### src/rtl/uart_report_gen.sv
// Periodic UART report formatter: one ASCII line per channel, N_CH lines per frame.
// Latency: trigger at cycle T -> LOAD at T+1 -> first character valid at T+2.
// Backpressure: valid/ready to the transmitter, and tx_data holds while tx_ready is low.
//
// Ports:
//   clk, rst          clock, synchronous active-high reset
//   ch_data           packed BCD, channel k at [k*DIGITS*4-1 -: DIGITS*4], MS digit on top
//   force_start       single-cycle request for an immediate frame
//   tx_data/tx_valid  character stream to uart_tx, accepted when tx_ready is high
//   busy              high from LOAD through the frame_done cycle
//   frame_done        one-cycle pulse after the last character is accepted
//
// Line layout (L = DIGITS+10): U t u ' ' '-' ' ' d..d ' ' U LF CR
module uart_report_gen #(
  parameter int          N_CH      = 13,
  parameter int          DIGITS    = 4,
  parameter int          PERIOD    = 100_000_000,
  parameter logic [7:0]  UNIT_CHAR = 8'h56
) (
  input  logic                      clk,
  input  logic                      rst,
  input  logic [N_CH*DIGITS*4-1:0]  ch_data,
  input  logic                      force_start,
  output logic [7:0]                tx_data,
  output logic                      tx_valid,
  input  logic                      tx_ready,
  output logic                      busy,
  output logic                      frame_done
);

  localparam int L     = DIGITS + 10;
  localparam int DW    = N_CH * DIGITS * 4;
  localparam int CNT_W = $clog2(PERIOD);
  localparam int CH_W  = $clog2(N_CH + 1);
  localparam int CI_W  = $clog2(L);

  typedef enum logic [1:0] {IDLE, LOAD, SEND} state_t;

  state_t            state;
  logic [CNT_W-1:0]  period_cnt;
  logic              pending;
  logic [DW-1:0]     snap;
  logic [CH_W-1:0]   ch_idx;
  logic [CI_W-1:0]   char_idx;

  logic              trigger;
  logic              xfer;
  logic              last_char;
  logic              last_ch;
  logic [CH_W-1:0]   nxt_ch;
  logic [CI_W-1:0]   nxt_ci;

  // 0..9 map to ASCII digits; anything else is shown as '?'.
  function automatic logic [7:0] digit_char(input logic [3:0] n);
    if (n <= 4'd9) return 8'h30 + {4'h0, n};
    else           return 8'h3F;
  endfunction

  // Character at position ci of the line for channel ch (1-based), taken from d.
  function automatic logic [7:0] line_char(input logic [CH_W-1:0] ch,
                                           input logic [CI_W-1:0] ci,
                                           input logic [DW-1:0]   d);
    int            c;
    int            i;
    int            pos;
    logic [DW-1:0] sh;
    c = 32'(ch);
    i = 32'(ci);
    if (i == 0)                return UNIT_CHAR;
    else if (i == 1)           return 8'h30 + 8'(c / 10);
    else if (i == 2)           return 8'h30 + 8'(c % 10);
    else if (i == 3 || i == 5) return 8'h20;
    else if (i == 4)           return 8'h2D;
    else if (i == L - 4)       return 8'h20;
    else if (i == L - 3)       return UNIT_CHAR;
    else if (i == L - 2)       return 8'h0A;
    else if (i == L - 1)       return 8'h0D;
    else begin
      // value digit (i-6) counted from the MS nibble of this channel's field
      pos = (c - 1) * DIGITS + (DIGITS - 1 - (i - 6));
      sh  = d >> (pos * 4);
      return digit_char(sh[3:0]);
    end
  endfunction

  assign trigger = (period_cnt == CNT_W'(PERIOD - 1)) | force_start;
  assign xfer    = tx_valid & tx_ready;

  always_comb begin
    last_char = (char_idx == CI_W'(L - 1));
    last_ch   = (ch_idx == CH_W'(N_CH));
    nxt_ch    = ch_idx;
    nxt_ci    = char_idx + CI_W'(1);
    if (last_char) begin
      nxt_ch = ch_idx + CH_W'(1);
      nxt_ci = '0;
    end
  end

  // Free-running report period, independent of the frame state.
  always_ff @(posedge clk) begin
    if (rst)                                    period_cnt <= '0;
    else if (period_cnt == CNT_W'(PERIOD - 1))  period_cnt <= '0;
    else                                        period_cnt <= period_cnt + CNT_W'(1);
  end

  always_ff @(posedge clk) begin
    if (rst) begin
      state      <= IDLE;
      pending    <= 1'b0;
      tx_data    <= '0;
      tx_valid   <= 1'b0;
      busy       <= 1'b0;
      frame_done <= 1'b0;
      snap       <= '0;
      ch_idx     <= CH_W'(1);
      char_idx   <= '0;
    end else begin
      frame_done <= 1'b0;
      case (state)
        IDLE: begin
          // busy stays high through the frame_done cycle, drops here unless restarting
          if (trigger || pending) begin
            state   <= LOAD;
            busy    <= 1'b1;
            pending <= 1'b0;
          end else begin
            busy    <= 1'b0;
          end
        end
        LOAD: begin
          if (trigger) pending <= 1'b1;
          snap     <= ch_data;
          ch_idx   <= CH_W'(1);
          char_idx <= '0;
          tx_data  <= UNIT_CHAR;
          tx_valid <= 1'b1;
          state    <= SEND;
        end
        SEND: begin
          if (trigger) pending <= 1'b1;
          if (xfer) begin
            if (last_char && last_ch) begin
              tx_valid   <= 1'b0;
              frame_done <= 1'b1;
              state      <= IDLE;
            end else begin
              ch_idx   <= nxt_ch;
              char_idx <= nxt_ci;
              tx_data  <= line_char(nxt_ch, nxt_ci, snap);
            end
          end
        end
        default: state <= IDLE;
      endcase
    end
  end

endmodule
### config.mk
export PLATFORM = sky130hd
export DESIGN_NAME = uart_report_gen
export DESIGN_NICKNAME = d
export VERILOG_FILES = /design/src/rtl/uart_report_gen.sv
export SDC_FILE = /design/constraint.sdc
export NUM_CORES = 1
export LEC_CHECK = 0
export CORE_MARGIN = 2
export CORE_UTILIZATION = 50
export CTS_CLUSTER_DIAMETER = 120
export CTS_CLUSTER_SIZE = 20
export DETAILED_ROUTE_END_ITERATION = 7
export PLACE_DENSITY = 0.79
export SYNTH_ARGS = -nofsm -noshare
export SYNTH_HDL_FRONTEND = slang
export SYNTH_SLANG_ARGS = --single-unit
### constraint.sdc
create_clock -name clk -period 11.45 [get_ports clk]
set_input_delay 1.145 -clock clk [delete_from_list [all_inputs] [get_ports clk]]
set_output_delay 1.145 -clock clk [all_outputs]
set_load 0.02 [all_outputs]
==> impl_summary.log <==
INFO  metric outcome = finished clean
INFO  metric fin_worst_skew = 0.02713 ns
INFO  metric initialDrtViolationCount = 816
INFO  metric tritoncts = built
INFO  metric total_via_count_in_the_routed_design = 10100
INFO  metric irDropWorstVdd = 0.0001284 V
INFO  metric worst-r2r-cell-count = 17
INFO  metric largest_net_degree_at_the_start_of_global_routing = 94
INFO  metric endpoints_failing_hold = 0
INFO  metric postSynthRegisterBits = 257
INFO  metric share_of_the_clock_period_used_by_the_worst_path_after_layout = 53.49%
INFO  metric setup_viol = 0
INFO  metric timing.critical_path.from = char_idx[1]$_SDFFE_PP0P_
INFO  metric gr-total-overflow = 0
INFO  metric layout.cells.most_common_list = nor2_1, dfxtp_1, mux2i_1
INFO  metric initial_antenna_violation_count = 0
INFO  metric synth_area_per_cell = 9.442 µm²
INFO  metric yosysUniqueCellTypes = 84
INFO  metric crit-reg2reg-launch = char_idx[1]$_SDFFE_PP0P_
INFO  metric fin_setup_tns = 0 ns
INFO  metric hold_buffers = 0
INFO  metric synth_cells = 1313
INFO  metric fin_nets = 1715
INFO  metric worst_pin_slew = 1.040 ns
INFO  metric hold_path_class = flop to flop
INFO  metric worstSetupEndpointType = flop
INFO  metric cts.repair.resized = 0
INFO  metric synth-edff-count = 0
INFO  metric gp_congestion = 0.9160
INFO  metric synth_top_area_share = 41.50%
INFO  metric diodes = 0
INFO  metric dieWidth = 161.5 µm
INFO  metric crit_end = tx_data[0]$_SDFFE_PP0P_
INFO  metric route.detailed.wl_per_inst = 19.08 µm
INFO  metric p_leak = 5.844 nW
INFO  metric clock_sink_count = 257
INFO  metric power.density_cell_area = 181.4 nW/µm²
INFO  metric fillers = 2086
INFO  metric max_slew_margin = 30.65%
INFO  metric remaining_drc_errors = 0
INFO  metric crit_arrival = 6.53 ns
INFO  metric rrSetupSlack = 5.33 ns
INFO  metric fp-row-count = 57
INFO  metric cts_buffers = 16
INFO  metric cts-root-to-sink-buffers = 3
INFO  metric dieHeight = 161.5 µm
INFO  metric critical_path_required = 11.85 ns
INFO  metric route.final.wire_length = 34310 µm
INFO  metric clk-insertion-delay-late = 0.51 ns
INFO  metric max_freq = 163.3 MHz
INFO  metric regToRegEndpoint = tx_data[0]$_SDFFE_PP0P_
INFO  metric drive_gt1_share = 5.563%
INFO  metric groute.usage.overall = 25.88%
INFO  metric cells_taking_the_most_area_after_synthesis = dfxtp_1, mux2i_1, nor2_1
INFO  metric core_region_area = 24320 µm²
INFO  metric count_of_port_buffers_added_during_placement = 222
INFO  metric holdWs = 0.4565 ns
INFO  metric synth_top_cell_by_area = dfxtp_1
INFO  metric asyncSetResetFlopFracSynth = 0%
INFO  metric area.growth.synth_to_final = 21.42%
INFO  metric boundaryPins = 223
INFO  metric hpwlAfterDp = 24900 µm
INFO  metric mappedNetlistArea = 12400 µm²
INFO  metric ctsRootBufferMaster = clkbuf_16
INFO  metric cts.reportedPaths.clkPinSlew = 0.09 ns
INFO  metric cts_setup_buffers = 0
INFO  metric multiInputGateArea = 6665 µm²
INFO  metric critPathKind = flop to flop
INFO  metric drt.antenna.violating_nets = 0
INFO  metric rsz0062_at_grt = no
INFO  metric start_kind = flop
INFO  metric seqCellArea = 5149 µm²
INFO  metric fp.dieArea = 26070 µm²
INFO  metric final_max_slew_viol_count = 0
INFO  metric viasPerCell = 5.615
INFO  metric synthesis.nets = 1555
INFO  metric maxCapViolCount = 0
INFO  metric floorplan.initialDensity = 50.97%
INFO  metric layout_min_cycle_time = 6.124 ns
INFO  metric path_max_fanout = 25
INFO  metric final_common_cell = nor2_1
INFO  metric hold_path_depth = 1
INFO  metric ys.warnings.count = 0
INFO  metric grt_first_pass_wirelength = 53880 µm
INFO  metric dr.pass1.iters = 7
INFO  metric number_of_h_tree_branching_levels = 1
INFO  metric synth_sequential_area_ratio = 41.50%
INFO  metric first_global_vias = 9833
INFO  metric yosys_most_used_dff = dfxtp_1
power breakdown:
part | switching (mW) | leakage [nW] | total, mW | internal (mW)
clock | 0.297 | 0.209 | 0.551 | 0.255
combinational | 0.489 | 3.54 | 0.975 | 0.486
sequential | 0.117 | 2.10 | 1.20 | 1.09
how the worst min path moves through the flow:
| stage | endpoint | start | slack (ns) |
|---|---|---|---|
| 2_1_floorplan | period_cnt[0]$_SDFF_PP0_ | period_cnt[0]$_SDFF_PP0_ | 0.42 |
| 4_1_cts | period_cnt[0]$_SDFF_PP0_ | period_cnt[0]$_SDFF_PP0_ | 0.46 |
| 5_1_grt | period_cnt[0]$_SDFF_PP0_ | period_cnt[0]$_SDFF_PP0_ | 0.47 |
| 3_3_place_gp | period_cnt[0]$_SDFF_PP0_ | period_cnt[0]$_SDFF_PP0_ | 0.43 |
| 6_report | period_cnt[0]$_SDFF_PP0_ | period_cnt[0]$_SDFF_PP0_ | 0.46 |
| 3_5_place_dp | period_cnt[0]$_SDFF_PP0_ | period_cnt[0]$_SDFF_PP0_ | 0.44 |
metal layers:
| metal | vias up | wire, µm | GRT usage, % |
|---|---|---|---|
| li1 | 4918 | - | - |
| met2 | 367 | 16360 | 43.98 |
| met4 | 0 | 1171 | 8.604 |
| met3 | 68 | 2577 | 5.804 |
| met5 | - | 0 | 0 |
| met1 | 4743 | 14200 | 32.55 |
cell usage after synthesis, types with 4 or more instances:
master / count
inv_1: 24
nor2_1: 278
and2_1: 4
a31oi_1: 6
mux4_2: 11
o21ai_0: 33
buf_1: 24
o22ai_1: 11
nand3b_1: 5
clkbuf_1: 37
a211oi_1: 12
mux2_2: 17
buf_4: 4
and3_1: 12
a22oi_1: 13
nand4_1: 7
a22o_1: 5
nor2b_1: 5
or3_1: 4
buf_6: 15
nand3_1: 27
o21ai_1: 4
dfxtp_1: 257
nor3_1: 11
nand2_1: 44
mux2i_1: 243
xor2_1: 16
buf_2: 8
a21oi_1: 41
ha_1: 29
xnor2_1: 15
o211ai_1: 4
nor4_1: 8
critical path, cell delays in order, from the launching register on:
cell	delay [ns]
dfxtp_1	0.44
inv_1	0.10
ha_1	0.76
nand2_1	0.17
inv_2	0.38
ha_1	0.25
xnor2_1	0.08
ha_1	0.30
ha_1	0.23
fa_1	1.01
clkinv_1	0.51
mux4_2	0.57
o2111ai_1	0.19
o211ai_1	0.12
nor3_1	0.31
nor4_2	0.11
nor4b_2	0.18
a221o_1	0.32
per-stage QoR:
stage	std cells	setup WS, ns	cell area [µm²]	total power [mW]	util, %
2_1_floorplan	1313	6.285	12400	1.915	-
3_3_place_gp	1779	5.560	14630	2.167	60.14
3_5_place_dp	1779	5.418	14630	2.189	60.14
4_1_cts	1798	5.433	15050	2.742	61.89
5_1_grt	1798	4.926	15050	2.881	61.89
6_report	1798	5.326	15050	2.731	61.89
layout make-up:
| class | count | area share [%] |
|---|---|---|
| Sequential cell | 257 | 34.21 |
| Timing Repair Buffer | 233 | 15.32 |
| Tap cell | 324 | 2.693 |
| Clock buffer | 17 | 2.685 |
| Clock inverter | 2 | 0.1413 |
| Multi-Input combinational cell | 938 | 44.28 |
| Inverter | 27 | 0.6733 |
cell families after synthesis:
family / count (synthesis) / share of synthesized area [%]
flops: 257 / 41.50
buf+inv: 118 / 4.834
compound gates: 170 / 9.235
simple gates: 434 / 15.64
mux: 272 / 23.38
fa+ha+maj: 30 / 3.088
xor+xnor: 32 / 2.321
registers in the layout, summed over array words and instances (netlist names):
signal      cells
snap          208
period_cnt     27
tx_data         8
ch_idx          4
char_idx        4
state           2
busy            1
frame_done      1
pending         1
tx_valid        1
No activity file was read; power rests on OpenSTA's default activity.
